## config.mk

```make
export PLATFORM = sky130hd
export DESIGN_NAME = pwr_supply_clk_ctrl
export DESIGN_NICKNAME = d
export VERILOG_FILES = /design/src/rtl/pwr_supply_clk_ctrl_pkg.sv /design/src/rtl/pwr_supply_clk_monitor.sv /design/src/rtl/pwr_supply_clk_ctrl.sv
export SDC_FILE = /design/constraint.sdc
export NUM_CORES = 1
export LEC_CHECK = 0
export BUFFER_PORTS_ARGS = -buffer_cell sky130_fd_sc_hd__buf_2
export CORE_MARGIN = 2
export CORE_UTILIZATION = 55
export DETAILED_ROUTE_END_ITERATION = 10
export PLACE_DENSITY = 0.85
export SETUP_SLACK_MARGIN = 0.2
export SYNTH_ARGS = -nofsm -noshare
export SYNTH_HDL_FRONTEND = slang
export SYNTH_SLANG_ARGS = --single-unit
```

## constraint.sdc

```tcl
create_clock -name clk -period 2.85 [get_ports clk]
set_input_delay 0.1425 -clock clk [delete_from_list [all_inputs] [get_ports clk]]
set_output_delay 0.1425 -clock clk [all_outputs]
set_load 0.01 [all_outputs]
```

## src/rtl/pwr_supply_clk_ctrl_pkg.sv

```systemverilog
// Shared constants for the supply clock controller: board-level channel count,
// timing defaults and a counter-width helper.
package pwr_supply_clk_ctrl_pkg;

    // X4xx CPLD board: number of switching supplies fed from this block.
    localparam int NUM_SUPPLIES_DEFAULT   = 3;
    localparam int STAGGER_CYCLES_DEFAULT = 100_000;
    localparam int TIMEOUT_CYCLES_DEFAULT = 4_000;

    // Bits needed to hold 0..max_val, never less than one.
    function automatic int ctr_width(input int max_val);
        int w;
        w = (max_val < 1) ? 1 : $clog2(max_val + 1);
        return (w < 1) ? 1 : w;
    endfunction

endpackage

```

## src/rtl/pwr_supply_clk_monitor.sv

```systemverilog
// Per-channel source clock monitor: registers the divided clock, detects its
// edges and raises a sticky fault when it stops toggling while requested.
module pwr_supply_clk_monitor
    import pwr_supply_clk_ctrl_pkg::*;
#(
    parameter int TIMEOUT_CYCLES = TIMEOUT_CYCLES_DEFAULT
) (
    input  logic clk,
    input  logic rst,
    input  logic src_clk_in,
    input  logic enable_req,
    output logic fall,
    output logic fault,
    output logic fault_next
);

    localparam int               WDW    = ctr_width(TIMEOUT_CYCLES);
    localparam logic [WDW-1:0]   WD_MAX = WDW'(TIMEOUT_CYCLES);

    logic           src_d_q;
    logic           src_d_d;
    logic           edge_det;
    logic [WDW-1:0] wd_q;
    logic [WDW-1:0] wd_d;
    logic           fault_q;
    logic           fault_d;

    always_comb begin
        src_d_d  = src_clk_in;
        edge_det = src_d_q ^ src_clk_in;
        fall     = src_d_q & ~src_clk_in;

        // Watchdog only runs while the channel is requested; it saturates.
        wd_d = wd_q;
        if (!enable_req || edge_det) begin
            wd_d = '0;
        end else if (wd_q != WD_MAX) begin
            wd_d = wd_q + WDW'(1);
        end

        fault_d = enable_req & (fault_q | (wd_d == WD_MAX));
    end

    always_ff @(posedge clk) begin
        if (rst) begin
            src_d_q <= 1'b0;
            wd_q    <= '0;
            fault_q <= 1'b0;
        end else begin
            src_d_q <= src_d_d;
            wd_q    <= wd_d;
            fault_q <= fault_d;
        end
    end

    assign fault      = fault_q;
    assign fault_next = fault_d;

endmodule

```

## src/rtl/pwr_supply_clk_ctrl.sv

```systemverilog
// Glitch-free gating of divided supply clocks with staggered turn-on and a
// per-channel stopped-clock watchdog.
module pwr_supply_clk_ctrl
    import pwr_supply_clk_ctrl_pkg::*;
#(
    parameter int NUM_SUPPLIES   = NUM_SUPPLIES_DEFAULT,
    parameter int STAGGER_CYCLES = STAGGER_CYCLES_DEFAULT,
    parameter int TIMEOUT_CYCLES = TIMEOUT_CYCLES_DEFAULT
) (
    input  logic                    clk,
    input  logic                    rst,
    input  logic [NUM_SUPPLIES-1:0] src_clk_in,
    input  logic [NUM_SUPPLIES-1:0] enable_req,
    output logic [NUM_SUPPLIES-1:0] pwr_supply_clk,
    output logic [NUM_SUPPLIES-1:0] clk_enabled,
    output logic [NUM_SUPPLIES-1:0] clk_fault,
    output logic                    busy
);

    localparam int            IW         = (NUM_SUPPLIES > 1) ? $clog2(NUM_SUPPLIES) : 1;
    localparam int            SW         = ctr_width(STAGGER_CYCLES);
    localparam logic [SW-1:0] STAGGER_LD = SW'(STAGGER_CYCLES - 1);

    typedef enum logic [1:0] {
        ST_IDLE,
        ST_ARM,
        ST_STAGGER
    } state_t;

    state_t                  state_q, state_d;
    logic [IW-1:0]           arm_idx_q, arm_idx_d;
    logic [SW-1:0]           stg_cnt_q, stg_cnt_d;
    logic                    busy_q, busy_d;
    logic [NUM_SUPPLIES-1:0] gate_q, gate_d;
    logic [NUM_SUPPLIES-1:0] pwr_q, pwr_d;

    logic [NUM_SUPPLIES-1:0] fall;
    logic [NUM_SUPPLIES-1:0] fault_next;
    logic [NUM_SUPPLIES-1:0] arm_fire;
    logic                    pick_found;
    logic [IW-1:0]           pick_idx;

    generate
        for (genvar gi = 0; gi < NUM_SUPPLIES; gi++) begin : g_mon
            pwr_supply_clk_monitor #(
                .TIMEOUT_CYCLES(TIMEOUT_CYCLES)
            ) u_mon (
                .clk        (clk),
                .rst        (rst),
                .src_clk_in (src_clk_in[gi]),
                .enable_req (enable_req[gi]),
                .fall       (fall[gi]),
                .fault      (clk_fault[gi]),
                .fault_next (fault_next[gi])
            );
        end
    endgenerate

    // Sequencer: one channel armed at a time, then a stagger hold-off.
    always_comb begin
        state_d    = state_q;
        arm_idx_d  = arm_idx_q;
        stg_cnt_d  = stg_cnt_q;
        arm_fire   = '0;
        pick_found = 1'b0;
        pick_idx   = '0;

        for (int i = NUM_SUPPLIES - 1; i >= 0; i--) begin
            if (enable_req[i] && !gate_q[i] && !clk_fault[i]) begin
                pick_found = 1'b1;
                pick_idx   = IW'(i);
            end
        end

        case (state_q)
            ST_IDLE: begin
                if (pick_found) begin
                    state_d   = ST_ARM;
                    arm_idx_d = pick_idx;
                end
            end
            ST_ARM: begin
                if (!enable_req[arm_idx_q] || fault_next[arm_idx_q]) begin
                    state_d = ST_IDLE;
                end else if (fall[arm_idx_q]) begin
                    arm_fire[arm_idx_q] = 1'b1;
                    stg_cnt_d           = STAGGER_LD;
                    state_d             = ST_STAGGER;
                end
            end
            ST_STAGGER: begin
                if (stg_cnt_q == '0) begin
                    state_d = ST_IDLE;
                end else begin
                    stg_cnt_d = stg_cnt_q - SW'(1);
                end
            end
            default: state_d = ST_IDLE;
        endcase

        busy_d = (state_d != ST_IDLE);
    end

    // Gates move only on a source falling edge, so the output never gets a
    // runt pulse; a fault overrides and clears the gate immediately.
    always_comb begin
        gate_d = gate_q;
        for (int i = 0; i < NUM_SUPPLIES; i++) begin
            if (fall[i]) begin
                if (arm_fire[i]) begin
                    gate_d[i] = 1'b1;
                end else if (!enable_req[i]) begin
                    gate_d[i] = 1'b0;
                end
            end
            if (fault_next[i]) begin
                gate_d[i] = 1'b0;
            end
        end
        pwr_d = src_clk_in & gate_d;
    end

    always_ff @(posedge clk) begin
        if (rst) begin
            state_q   <= ST_IDLE;
            arm_idx_q <= '0;
            stg_cnt_q <= '0;
            busy_q    <= 1'b0;
            gate_q    <= '0;
            pwr_q     <= '0;
        end else begin
            state_q   <= state_d;
            arm_idx_q <= arm_idx_d;
            stg_cnt_q <= stg_cnt_d;
            busy_q    <= busy_d;
            gate_q    <= gate_d;
            pwr_q     <= pwr_d;
        end
    end

    assign pwr_supply_clk = pwr_q;
    assign clk_enabled    = gate_q;
    assign busy           = busy_q;

endmodule

```

==> impl_results.md, run 1 <==
- CP delay by family, top: simple AND/OR/NAND/NOR gates
- Cell mode on critical path: and3b_1
- Initial drt markers: 180
- Post-synthesis sequential area ratio: 36.0%
- Largest net degree at the start of global routing: 40
- Slew margin rel.: 57.4%
- Root buf cell: clkbuf_8
- Post-route ant nets: 0
- FF+latch count, synth: 70
- Yosys cell types: 71
- Mapped Avg Cell Area: 8.49 um^2
- Tmin final: 2.52 ns
- Synth Area in Compound Gates: 13.0%
- First-pass GRT wire length: 13300 um
- Switching power: 493 uW
- CTS buffer count: 9
- Met2 GRT Util: 36.2%
- Met3 usage: 5.00%
- Arrival time of the worst setup path: 2.77 ns
- Syn_nets: 476
- Clock skew: 0.0118 ns
- Synth area leader: dfxtp_1
- Die W: 88.1 um
- Primary FF master, synth: dfxtp_1
- Worst Tran Pin Value: 0.640 ns
- Vias per Instance: 5.81
- Boundary Pins: 18
- Critical Path Slowest Stage Cell: dfxtp_1
- Sw Ratio: 24.0%
- Port bufs: 17
- Adder-cell share of the synthesized area: 3.22%
- Crit Path Category: reg2reg
- Die Height: 88.1 um
- Worst vdd ir: 0.352 mV
- Outcome: finished clean
- CTS sink cnt: 70
- Synth Area in XOR/XNOR: 9.66%
- Dpl hpwl: 5570 um
- RSZ-0062 raised after global routing: true
- Nets: 484
- Layout area overhead: 10.4%
- Share of the synthesized area in the top cell type: 36.0%
- Share of cells above drive strength 1: 13.6%
- Setup violators final: 0
- DR vias: 3296
- Worst-Skew Late Latency: 0.35 ns
- Total power per unit cell area: 480 nW/um^2
- Worst reg2reg setup slack: 0.33 ns
- Final Hold Vio Count: 0
- Worst hold path depth: 3
- Cell Chain, Critical Path: inv_1 -> ha_1 -> and3b_1 -> and4_1 -> o32ai_2 -> nor4_2 -> buf_4 -> o21ai_2 -> nand3_4 -> and3b_1
- Clock Power Share: 44.7%
- Diode count: 0
- Core box area: 6830 um^2
- Cell internal pwr: 1.56 mW
- # Max-Cap Violations: 0
- Worst Path Max Fanout: 14
- Worst-path clk slew: 0.08 ns
- CTS H-tree lvls: 3
- Fin Setup TNS: 0 ns
- Critical path required time: 3.10 ns
- Worst hold endpoint: g_mon[0].u_mon.src_d_q$_SDFF_PP0_
- CP max stage delay: 0.42 ns
- Post-synth EDFFs: 0
- Ys async rst share: 0%
- R2R Path End: stg_cnt_q[14]$_SDFFE_PP0P_
- Period utilization: 88.6%
- # placed instances: 548
- Die area: 7760 um^2
- Final WL: 7890 um
- Wire per inst: 13.9 um
- Hold wc startpoint: src_clk_in[0]
- Most frequent cells in the layout: 69 x nor2_1, 69 x dfxtp_1, 23 x xor2_1, 21 x inv_1, 20 x nand2_1
- Longest Clk Path Bufs: 2
- Busiest layer in global routing: met2
- Reg power frac: 49.1%
- Fin cells: 567
- Main area contributors after synthesis: dfxtp_1 36%, nor2_1 6.7%, xor2_1 5.2%, xnor2_1 4.1%, ha_1 3.2%
- F_max: 0.396 GHz
- Mapped Area: 3890 um^2
- Reg2reg start: g_mon[2].u_mon.wd_q[0]$_SDFF_PP0_
- GRT overflow: 0
- Rows: 30
- Critical path capture point type: flop
- CTS tree: built
- Number of antenna violations at the first check in global routing: 0
- R2R depth: 10
- Max-slew violations: 0
- Routability congestion estimate: 0.933
- Vias in the first global route: 3001
- Initial core utilization: 56.9%
- Post-synthesis simple-gate area fraction: 31.2%
- Final core occ: 62.8%
- Synthesis warning total: 0
- Met1 Use GR: 27.0%
- Crit start category: flop
- CP Buf/Inv Count: 2
- Tightest hold margin: 0.0535 ns
- Combinational Power Share: 6.2%
- LEAKAGE: 1.60 nW
- Mux share of post-synthesis cell area: 1.29%
- Largest family of logic cells by synthesized area: simple AND/OR/NAND/NOR gates
- GRT Util Overall: 21.5%
- Initial DRT Pass Iterations: 5
- Syn Inst Count: 458
- Worst hold path type: in2reg
- Drt drc: 0
cell usage after synthesis, drive strengths merged, types with 3 or more instances:
master  instances
a21boi          4
a21oi          19
a31oi           5
and2            3
and3           12
and3b           7
and4            6
and4bb          3
buf            15
clkbuf          9
dfxtp          70
ha             10
inv            21
mux2i           5
nand2          20
nand2b          6
nand3          21
nand3b          5
nand4          11
nor2           69
nor2b           7
nor3           19
nor3b           6
nor4            8
nor4b           4
o211ai          4
o21ai          10
or4             3
xnor2          19
xor2           23
timing repair:
| action | 4_1_cts | 5_1_grt |
|---|---|---|
| hold buffers | 0 | 0 |
| gates cloned | 0 | 0 |
| pin swaps | 0 | 4 |
| resized for setup | 1 | 11 |
| setup buffers | 0 | 3 |
| endpoints found under the setup margin | 1 | 23 |
logic make-up (layout without fill, tap and decap cells):
| family | Yosys count | count (layout) |
|---|---|---|
| muxes | 5 | 5 |
| DFF | 70 | 70 |
| buffers and inverters | 45 | 58 |
| adders and majority gates | 10 | 10 |
| xor gates and xnor gates | 42 | 42 |
| and+or+nand+nor | 215 | 215 |
| AOI/OAI and AO/OA | 71 | 71 |
layout make-up:
type                    count  area (um^2)
clock buffers              10          138
clock inverters             6         93.8
fillers                   616         2540
inverters                  21         78.8
multi-input cells         343         2340
flip-flops and latches     70         1400
well taps                  96          120
repair buffers             21          115
worst max-delay path by stage:
| stage | start | endpoint | slack [ns] | cells past startpoint |
|---|---|---|---|---|
| after CTS | g_mon[0].u_mon.wd_q[0]$_SDFF_PP0_ | stg_cnt_q[1]$_SDFFE_PP0P_ | 0.22 | 8 |
| after global routing | g_mon[2].u_mon.wd_q[0]$_SDFF_PP0_ | stg_cnt_q[1]$_SDFFE_PP0P_ | 0.13 | 10 |
| final | g_mon[2].u_mon.wd_q[0]$_SDFF_PP0_ | stg_cnt_q[14]$_SDFFE_PP0P_ | 0.33 | 10 |
| after detailed placement | g_mon[0].u_mon.wd_q[0]$_SDFF_PP0_ | stg_cnt_q[1]$_SDFFE_PP0P_ | 0.23 | 8 |
| after floorplan | g_mon[2].u_mon.wd_q[1]$_SDFF_PP0_ | stg_cnt_q[1]$_SDFFE_PP0P_ | 0.49 | 9 |
| after global placement | g_mon[0].u_mon.wd_q[0]$_SDFF_PP0_ | stg_cnt_q[1]$_SDFFE_PP0P_ | 0.27 | 8 |
registers in the layout, summed over array words and instances, names as in the netlist:
name,cells
g_mon.u_mon.src_d_q,3
g_mon.u_mon.wd_q,36
g_mon.u_mon.fault,3
busy,1
stg_cnt_q,17
arm_idx_q,2
pwr_supply_clk,3
clk_enabled,3
state_q,2
metrics by stage:
stage | worst slack, ns | total power, mW | area (um^2)
floorplan | 0.487 | 1.12 | 3890
global route | 0.129 | 2.14 | 4290
CTS | 0.218 | 2.07 | 4200
global placement | 0.269 | 1.15 | 3960
finish | 0.325 | 2.06 | 4290
detailed placement | 0.233 | 1.15 | 3960
tightest hold or removal path: cells and delay by family:
family | cells | cell delay, ns
buffers and inverters | 2 | 0.13
and+or+nand+nor | 1 | 0.10
routing by layer:
| layer | routed length, um | up-vias |
|---|---|---|
| met5 | 0 | - |
| met2 | 3770 | 93 |
| met1 | 3620 | 1544 |
| li1 | - | 1644 |
| met4 | 126 | 0 |
| met3 | 371 | 15 |
power by group through the flow:
stage / clock network, mW / registers [mW] / logic, mW
6_report: 0.920 / 1.01 / 0.128
5_1_grt: 0.983 / 1.01 / 0.147
4_1_cts: 0.938 / 1.01 / 0.123
3_5_place_dp: 0 / 1.03 / 0.122
3_3_place_gp: 0 / 1.03 / 0.119
2_1_floorplan: 0 / 1.03 / 0.0935
No activity file was read; power rests on OpenSTA's default activity.
==> run 2: changes to the inputs <==
==> constraint.sdc (replaced) <==
create_clock -name clk -period 3.08 [get_ports clk]
set_input_delay 0.154 -clock clk [delete_from_list [all_inputs] [get_ports clk]]
set_output_delay 0.154 -clock clk [all_outputs]
set_load 0.01 [all_outputs]
==> run 2 against run 1 <==
Compared with the run above:
- largest power group unchanged
- critical path depth down 1
- cell count decreased by 0.71%
- wire length shrank 1.2%
- register-to-register slack better by 0.13 ns
- highest routed layer unchanged
- sequential share of layout area increased by 0.68 points
==> impl_results.md, run 2 (synthesized netlist as in run 1, its figures left out) <==
- CTS buffer count: 9 (unchanged)
- Routability congestion estimate: 0.923 (-1.1%)
- Initial DRT Pass Iterations: 5 (unchanged)
- Nets: 480 (-0.83%)
- Reg power frac: 48.9% (-0.2 points)
- Critical path required time: 3.37 ns (+0.27 ns)
- Register area: 1400 um^2 (about the same)
- F_max: 0.382 GHz (-3.7%)
- Worst hold path type: in2reg
- Final Hold Vio Count: 0 (unchanged)
- Die Height: 88.1 um (unchanged)
- Total power per unit cell area: 455 nW/um^2 (-5.2%)
- # fillers: 604 (-1.9%)
- Final WL: 7800 um (-1.2%)
- GRT overflow: 0 (unchanged)
- Multi-input gate area: 2280 um^2 (-2.6%)
- Post-cts sizing count: 0 (-1)
- Tmin final: 2.62 ns (+0.0957 ns)
- RSZ-0062 raised after global routing: false
- Setup violators final: 0 (unchanged)
- Final core occ: 61.5% (-1.3 points)
- Vias in the first global route: 3059 (+1.9%)
- Longest Clk Path Bufs: 2 (unchanged)
- Critical path capture point type: flop
- Overall power: 1.91 mW (-7.2%)
- Worst Path Max Fanout: 11 (-3)
- Slew margin rel.: 55.2% (-2.1 points)
- Arrival time of the worst setup path: 2.91 ns (+0.14 ns)
- GRT Util Overall: 21.9% (+0.39 points)
- CTS sink cnt: 70 (unchanged)
- Crit Path Category: reg2reg
- Root buf cell: clkbuf_8
- CTS tree: built
- Sw Ratio: 24.3% (+0.32 points)
- Combinational Power Share: 5.8% (-0.4 points)
- Fin Setup TNS: 0 ns (unchanged)
- Die W: 88.1 um (unchanged)
- Worst Tran Pin Value: 0.672 ns (+0.0320 ns)
- Largest regs: g_mon.u_mon.wd_q: 36 flops, stg_cnt_q: 17 flops
- LEAKAGE: 1.57 nW (-2.4%)
- Diode count: 0 (unchanged)
- # Max-Cap Violations: 0 (unchanged)
- Dpl hpwl: 5600 um (+0.54%)
- Rows: 30 (unchanged)
- Post-route ant nets: 0 (unchanged)
- Drt drc: 0 (unchanged)
- Clock Power Share: 45.2% (+0.5 points)
- Port bufs: 17 (unchanged)
- Boundary Pins: 18 (unchanged)
- Wire per inst: 13.9 um (-0.46%)
- Max reg flops: 36 (unchanged)
- Switching power: 464 uW (-6.0%)
- Cell internal pwr: 1.45 mW (-7.6%)
- Period utilization: 85.1% (-3.5 points)
- Vias per Instance: 5.74 (-1.2%)
- Post-CTS setup buffer count: 0 (unchanged)
- Worst-Skew Late Latency: 0.36 ns (about the same)
- Outcome: finished clean
- Leading cell type in the layout, fill and taps excluded: dfxtp_1
- Share of cells above drive strength 1: 11.3% (-2.2 points)
- Layout area overhead: 8.01%
- Max-slew violations: 0 (unchanged)
- Initial drt markers: 181 (+0.56%)
- Crit start category: flop
- Top reg by flops: g_mon.u_mon.wd_q
- Hold buffers post-CTS: 0 (unchanged)
- Die area: 7760 um^2 (unchanged)
- Worst-path clk slew: 0.08 ns (about the same)
- Worst vdd ir: 0.188 mV (-47%)
- Clock skew: 0.0118 ns (-0.0000206 ns)
- DR vias: 3232 (-1.9%)
- Core box area: 6830 um^2 (unchanged)
- CTS H-tree lvls: 3 (unchanged)
- Most frequent cells in the layout: 70 x dfxtp_1, 69 x nor2_1, 23 x xor2_1, 21 x inv_1, 20 x nand2_1
- Number of antenna violations at the first check in global routing: 0 (unchanged)
- Initial core utilization: 56.9% (unchanged)
- First-pass GRT wire length: 13600 um (+2.9%)
- Largest net degree at the start of global routing: 40 (unchanged)
-- run 2: cell types whose count changed in the layout (fill, tap and decap cells not counted), sizes merged --
cell | previous run | this run
buf | 21 | 17
-- run 2: path summary, 6_finish.rpt --
kind | slack [ns] | cells after the start | start | end
worst max register to register | 0.46 | 9 | g_mon[1].u_mon.wd_q[0]$_SDFF_PP0_ | stg_cnt_q[1]$_SDFFE_PP0P_
worst min register to register | 0.49 | 2 | stg_cnt_q[16]$_SDFFE_PP0P_ | stg_cnt_q[16]$_SDFFE_PP0P_
worst max-delay path | 0.46 | 9 | g_mon[1].u_mon.wd_q[0]$_SDFF_PP0_ | stg_cnt_q[1]$_SDFFE_PP0P_
worst min-delay path | 0.06 | 3 | src_clk_in[0] | g_mon[0].u_mon.src_d_q$_SDFF_PP0_
-- run 2: metrics by stage --
| stage | hold slack, ns | cells | worst slack (ns) | cell area [um^2] |
|---|---|---|---|---|
| detailed placement | 0.417 | 547 | 0.447 | 3960 |
| finish | 0.0578 | 563 | 0.460 | 4200 |
| global placement | 0.412 | 547 | 0.535 | 3960 |
| CTS | 0.0443 | 563 | 0.427 | 4190 |
| floorplan | 0.309 | 458 | 0.717 | 3890 |
| global route | 0.0628 | 563 | 0.234 | 4200 |
-- run 2: routing by layer --
metal / up-vias / part of all wire [%] / global-route usage, %
li1: 1630 / - / -
met1: 1535 / 47 / 28.1
met5: - / 0 / 0
met2: 58 / 48 / 36.4
met4: 0 / 1.5 / 7.99
met3: 9 / 3.4 / 4.90
-- run 2: layout make-up --
cell class              instances  area share (%)
clock buffers                  10            3.28
clock inverters                 6            2.23
inverters                      21            1.88
multi-input cells             343            54.4
flip-flops and latches         70            33.4
well taps                      96            2.86
repair buffers                 17            2.03
-- run 2: power groups by stage --
stage	Sequential [mW]	Clock (mW)	Combinational [mW]
after global routing	0.937	0.920	0.127
after floorplan	0.950	0	0.0865
after detailed placement	0.955	0	0.110
final	0.934	0.863	0.111
after global placement	0.954	0	0.107
after CTS	0.934	0.876	0.111
-- run 2: critical path, cell delays in order, from the launching register on --
cell and delay, ns:
dfxtp_1 0.53, inv_1 0.11, ha_1 0.21, and4bb_2 0.24, nand3_1 0.18, o211ai_1 0.14, nor4b_2 0.48, nor3_1 0.18
a31oi_2 0.27, mux2i_1 0.23
==> run 3: changes to the inputs <==
--- a/config.mk
+++ b/config.mk
@@ -5,11 +5,11 @@
 export SDC_FILE = /design/constraint.sdc
 export NUM_CORES = 1
 export LEC_CHECK = 0
-export BUFFER_PORTS_ARGS = -buffer_cell sky130_fd_sc_hd__buf_2
+export BUFFER_PORTS_ARGS = -buffer_cell sky130_fd_sc_hd__buf_4
 export CORE_MARGIN = 2
-export CORE_UTILIZATION = 55
+export CORE_UTILIZATION = 40
 export DETAILED_ROUTE_END_ITERATION = 10
-export PLACE_DENSITY = 0.85
+export PLACE_DENSITY = 0.68
 export SETUP_SLACK_MARGIN = 0.2
 export SYNTH_ARGS = -nofsm -noshare
 export SYNTH_HDL_FRONTEND = slang
==> run 3 against run 2 <==
Compared with the run above:
- count of clock-buffer cells in the layout decreased by 1
- core utilization is 16 points lower
- largest power group unchanged
- clock power decreased by 7.4%
- critical endpoint unchanged
- setup slack lost 0.051 ns
- cell count grew 5.9%
- critical path type unchanged
==> impl_results.md, run 3 (synthesized netlist as in run 1, its figures left out) <==
- Root buf cell: clkbuf_8
- Rows: 35 (+17%)
- LEAKAGE: 1.58 nW (+0.81%)
- Arrival time of the worst setup path: 2.94 ns (+0.03 ns)
- Die Height: 103 um (+16%)
- Worst hold path type: in2reg
- Worst Path Max Fanout: 7 (-4)
- Core box area: 9330 um^2 (+37%)
- Max-slew violations: 0 (unchanged)
- DR vias: 3197 (-1.1%)
- Final non-filler cell area: 4270 um^2 (+1.6%)
- Worst vdd ir: 0.187 mV (-0.65%)
- Total power per unit cell area: 434 nW/um^2 (-4.5%)
- Nets: 480 (unchanged)
- Critical path capture point type: flop
- CTS H-tree lvls: 3 (unchanged)
- Initial DRT Pass Iterations: 4 (-1)
- Layout area overhead: 9.75%
- Setup violators final: 0 (unchanged)
- CTS tree: built
- Crit start category: flop
- Overall power: 1.85 mW (-3.0%)
- GRT Util Overall: 17.0% (-5.0 points)
- Port bufs: 17 (unchanged)
- Met3 routed WL: 278 um (+5.3%)
- Final Hold Vio Count: 0 (unchanged)
- Fin cells: 596 (+5.9%)
- # fillers: 937 (+55%)
- Worst-path clk slew: 0.07 ns (about the same)
- Share of cells above drive strength 1: 11.3% (unchanged)
- Place WS: 0.359 ns (-0.0888 ns)
- # placed instances: 580 (+6.0%)
- Leading cell type in the layout, fill and taps excluded: dfxtp_1
- Wire per inst: 13.6 um (-1.9%)
- Boundary Pins: 18 (unchanged)
- Largest regs: g_mon.u_mon.wd_q: 36 flops, stg_cnt_q: 17 flops
- Met1 Wirelength: 3720 um (+1.6%)
- Die W: 103 um (+16%)
- Diode count: 0 (unchanged)
- Routability congestion estimate: 0.872 (-5.5%)
- GRT overflow: 0 (unchanged)
- Max reg flops: 36 (unchanged)
- Die area: 10500 um^2 (+36%)
- Initial drt markers: 132 (-27%)
- Tmin final: 2.67 ns (+0.0512 ns)
- CP max stage delay: 0.49 ns (-0.04 ns)
- Vias in the first global route: 3108 (+1.6%)
- Hold buffers post-CTS: 0 (unchanged)
- CTS sink cnt: 70 (unchanged)
- Clock skew: 0.00794 ns (-0.00383 ns)
- Slew margin rel.: 63.3% (+8.1 points)
- Tightest hold margin: 0.0674 ns (+0.00966 ns)
- Top reg by flops: g_mon.u_mon.wd_q
- Worst-Skew Late Latency: 0.34 ns (-0.02 ns)
- Final worst setup slack: 0.409 ns (-0.0512 ns)
- Dpl hpwl: 5860 um (+4.7%)
- Drt drc: 0 (unchanged)
- Fin Setup TNS: 0 ns (unchanged)
- Final core occ: 45.7% (-16 points)
- Post-route ant nets: 0 (unchanged)
- Final WL: 8100 um (+3.8%)
- First-pass GRT wire length: 14300 um (+5.1%)
- Cell Area, Placed: 4040 um^2 (+2.1%)
- Vias per Instance: 5.36 (-6.6%)
- Met2 WL: 4010 um (+6.6%)
- Number of antenna violations at the first check in global routing: 0 (unchanged)
- CTS buffer count: 9 (unchanged)
- Critical path required time: 3.35 ns (-0.02 ns)
- # Max-Cap Violations: 0 (unchanged)
- Critical Path Slowest Stage Cell: a211oi_1
- Top routing layer used: met4
- Largest net degree at the start of global routing: 40 (unchanged)
- RSZ-0062 raised after global routing: false
- Outcome: finished clean
- Worst Tran Pin Value: 0.545 ns (-0.127 ns)
- Most frequent cells in the layout: 70 x dfxtp_1, 69 x nor2_1, 23 x xor2_1, 21 x inv_1, 20 x nand2_1
- Longest Clk Path Bufs: 2 (unchanged)
- Period utilization: 86.7% (+1.7 points)
- F_max: 0.374 GHz (-1.9%)
- Cell Chain, Critical Path: ha_1 -> and3_1 -> o211ai_1 -> a221oi_1 -> a211oi_1 -> nand4_1 -> a31oi_2 -> mux2i_1
- Crit Path Category: reg2reg
- Initial core utilization: 41.7% (-15 points)
[run 3: cell types whose count changed in the layout (fill, tap and decap cells not counted)]
| cell | delta |
|---|---|
| clkbuf_8 | -1 |
| nor3_2 | +1 |
| ha_2 | -1 |
| buf_4 | +17 |
| inv_6 | -1 |
| buf_2 | -17 |
| clkinv_2 | +4 |
| clkinvlp_4 | -1 |
| nor3_1 | -1 |
| clkinv_4 | -1 |
| ha_1 | +1 |
[run 3: per-layer routing]
layer / track usage, % / vias to the layer above
li1: - / 1636
met1: 21.4 / 1512
met2: 29.0 / 41
met3: 4.27 / 8
met4: 4.31 / 0
met5: 0 / -
[run 3: final cells by class]
cell class / count / area (um^2) / area share (%)
sequential: 70 / 1400 / 32.8
clock inverter: 7 / 88.8 / 2.08
multi-input combinational: 343 / 2280 / 53.5
timing repair buffer: 17 / 128 / 2.99
inverter: 21 / 78.8 / 1.85
clock buffer: 9 / 124 / 2.90
tap: 129 / 161 / 3.78
[run 3: repair_timing]
action                     in CTS  in global routing
setup endpoints to repair       0                 17
buffers inserted                0                  0
gates resized for setup         0                  2
hold endpoints to repair        0                  0
[run 3: path summary, 6_finish.rpt]
path / start / endpoint / slack (ns) / depth (start not counted)
hold / removal: src_clk_in[0] / g_mon[0].u_mon.src_d_q$_SDFF_PP0_ / 0.07 / 3
hold reg to reg: stg_cnt_q[16]$_SDFFE_PP0P_ / stg_cnt_q[16]$_SDFFE_PP0P_ / 0.48 / 2
setup reg to reg: g_mon[0].u_mon.wd_q[0]$_SDFF_PP0_ / stg_cnt_q[1]$_SDFFE_PP0P_ / 0.41 / 8
setup / recovery: g_mon[0].u_mon.wd_q[0]$_SDFF_PP0_ / stg_cnt_q[1]$_SDFFE_PP0P_ / 0.41 / 8
[run 3: report_power, final]
| part | switching, mW | leakage [nW] | total (mW) | internal [mW] |
|---|---|---|---|---|
| logic | 0.0699 | 0.900 | 0.117 | 0.0471 |
| clock network | 0.348 | 0.113 | 0.799 | 0.451 |
| registers | 0.0164 | 0.566 | 0.936 | 0.919 |
[run 3: worst max-delay path, delay by kind of cell (launching register included)]
| family | cells | cell delay, ns |
|---|---|---|
| compound gates | 4 | 1.21 |
| fa+ha+maj | 1 | 0.27 |
| flops | 1 | 0.37 |
| mux | 1 | 0.20 |
| simple gates | 2 | 0.56 |
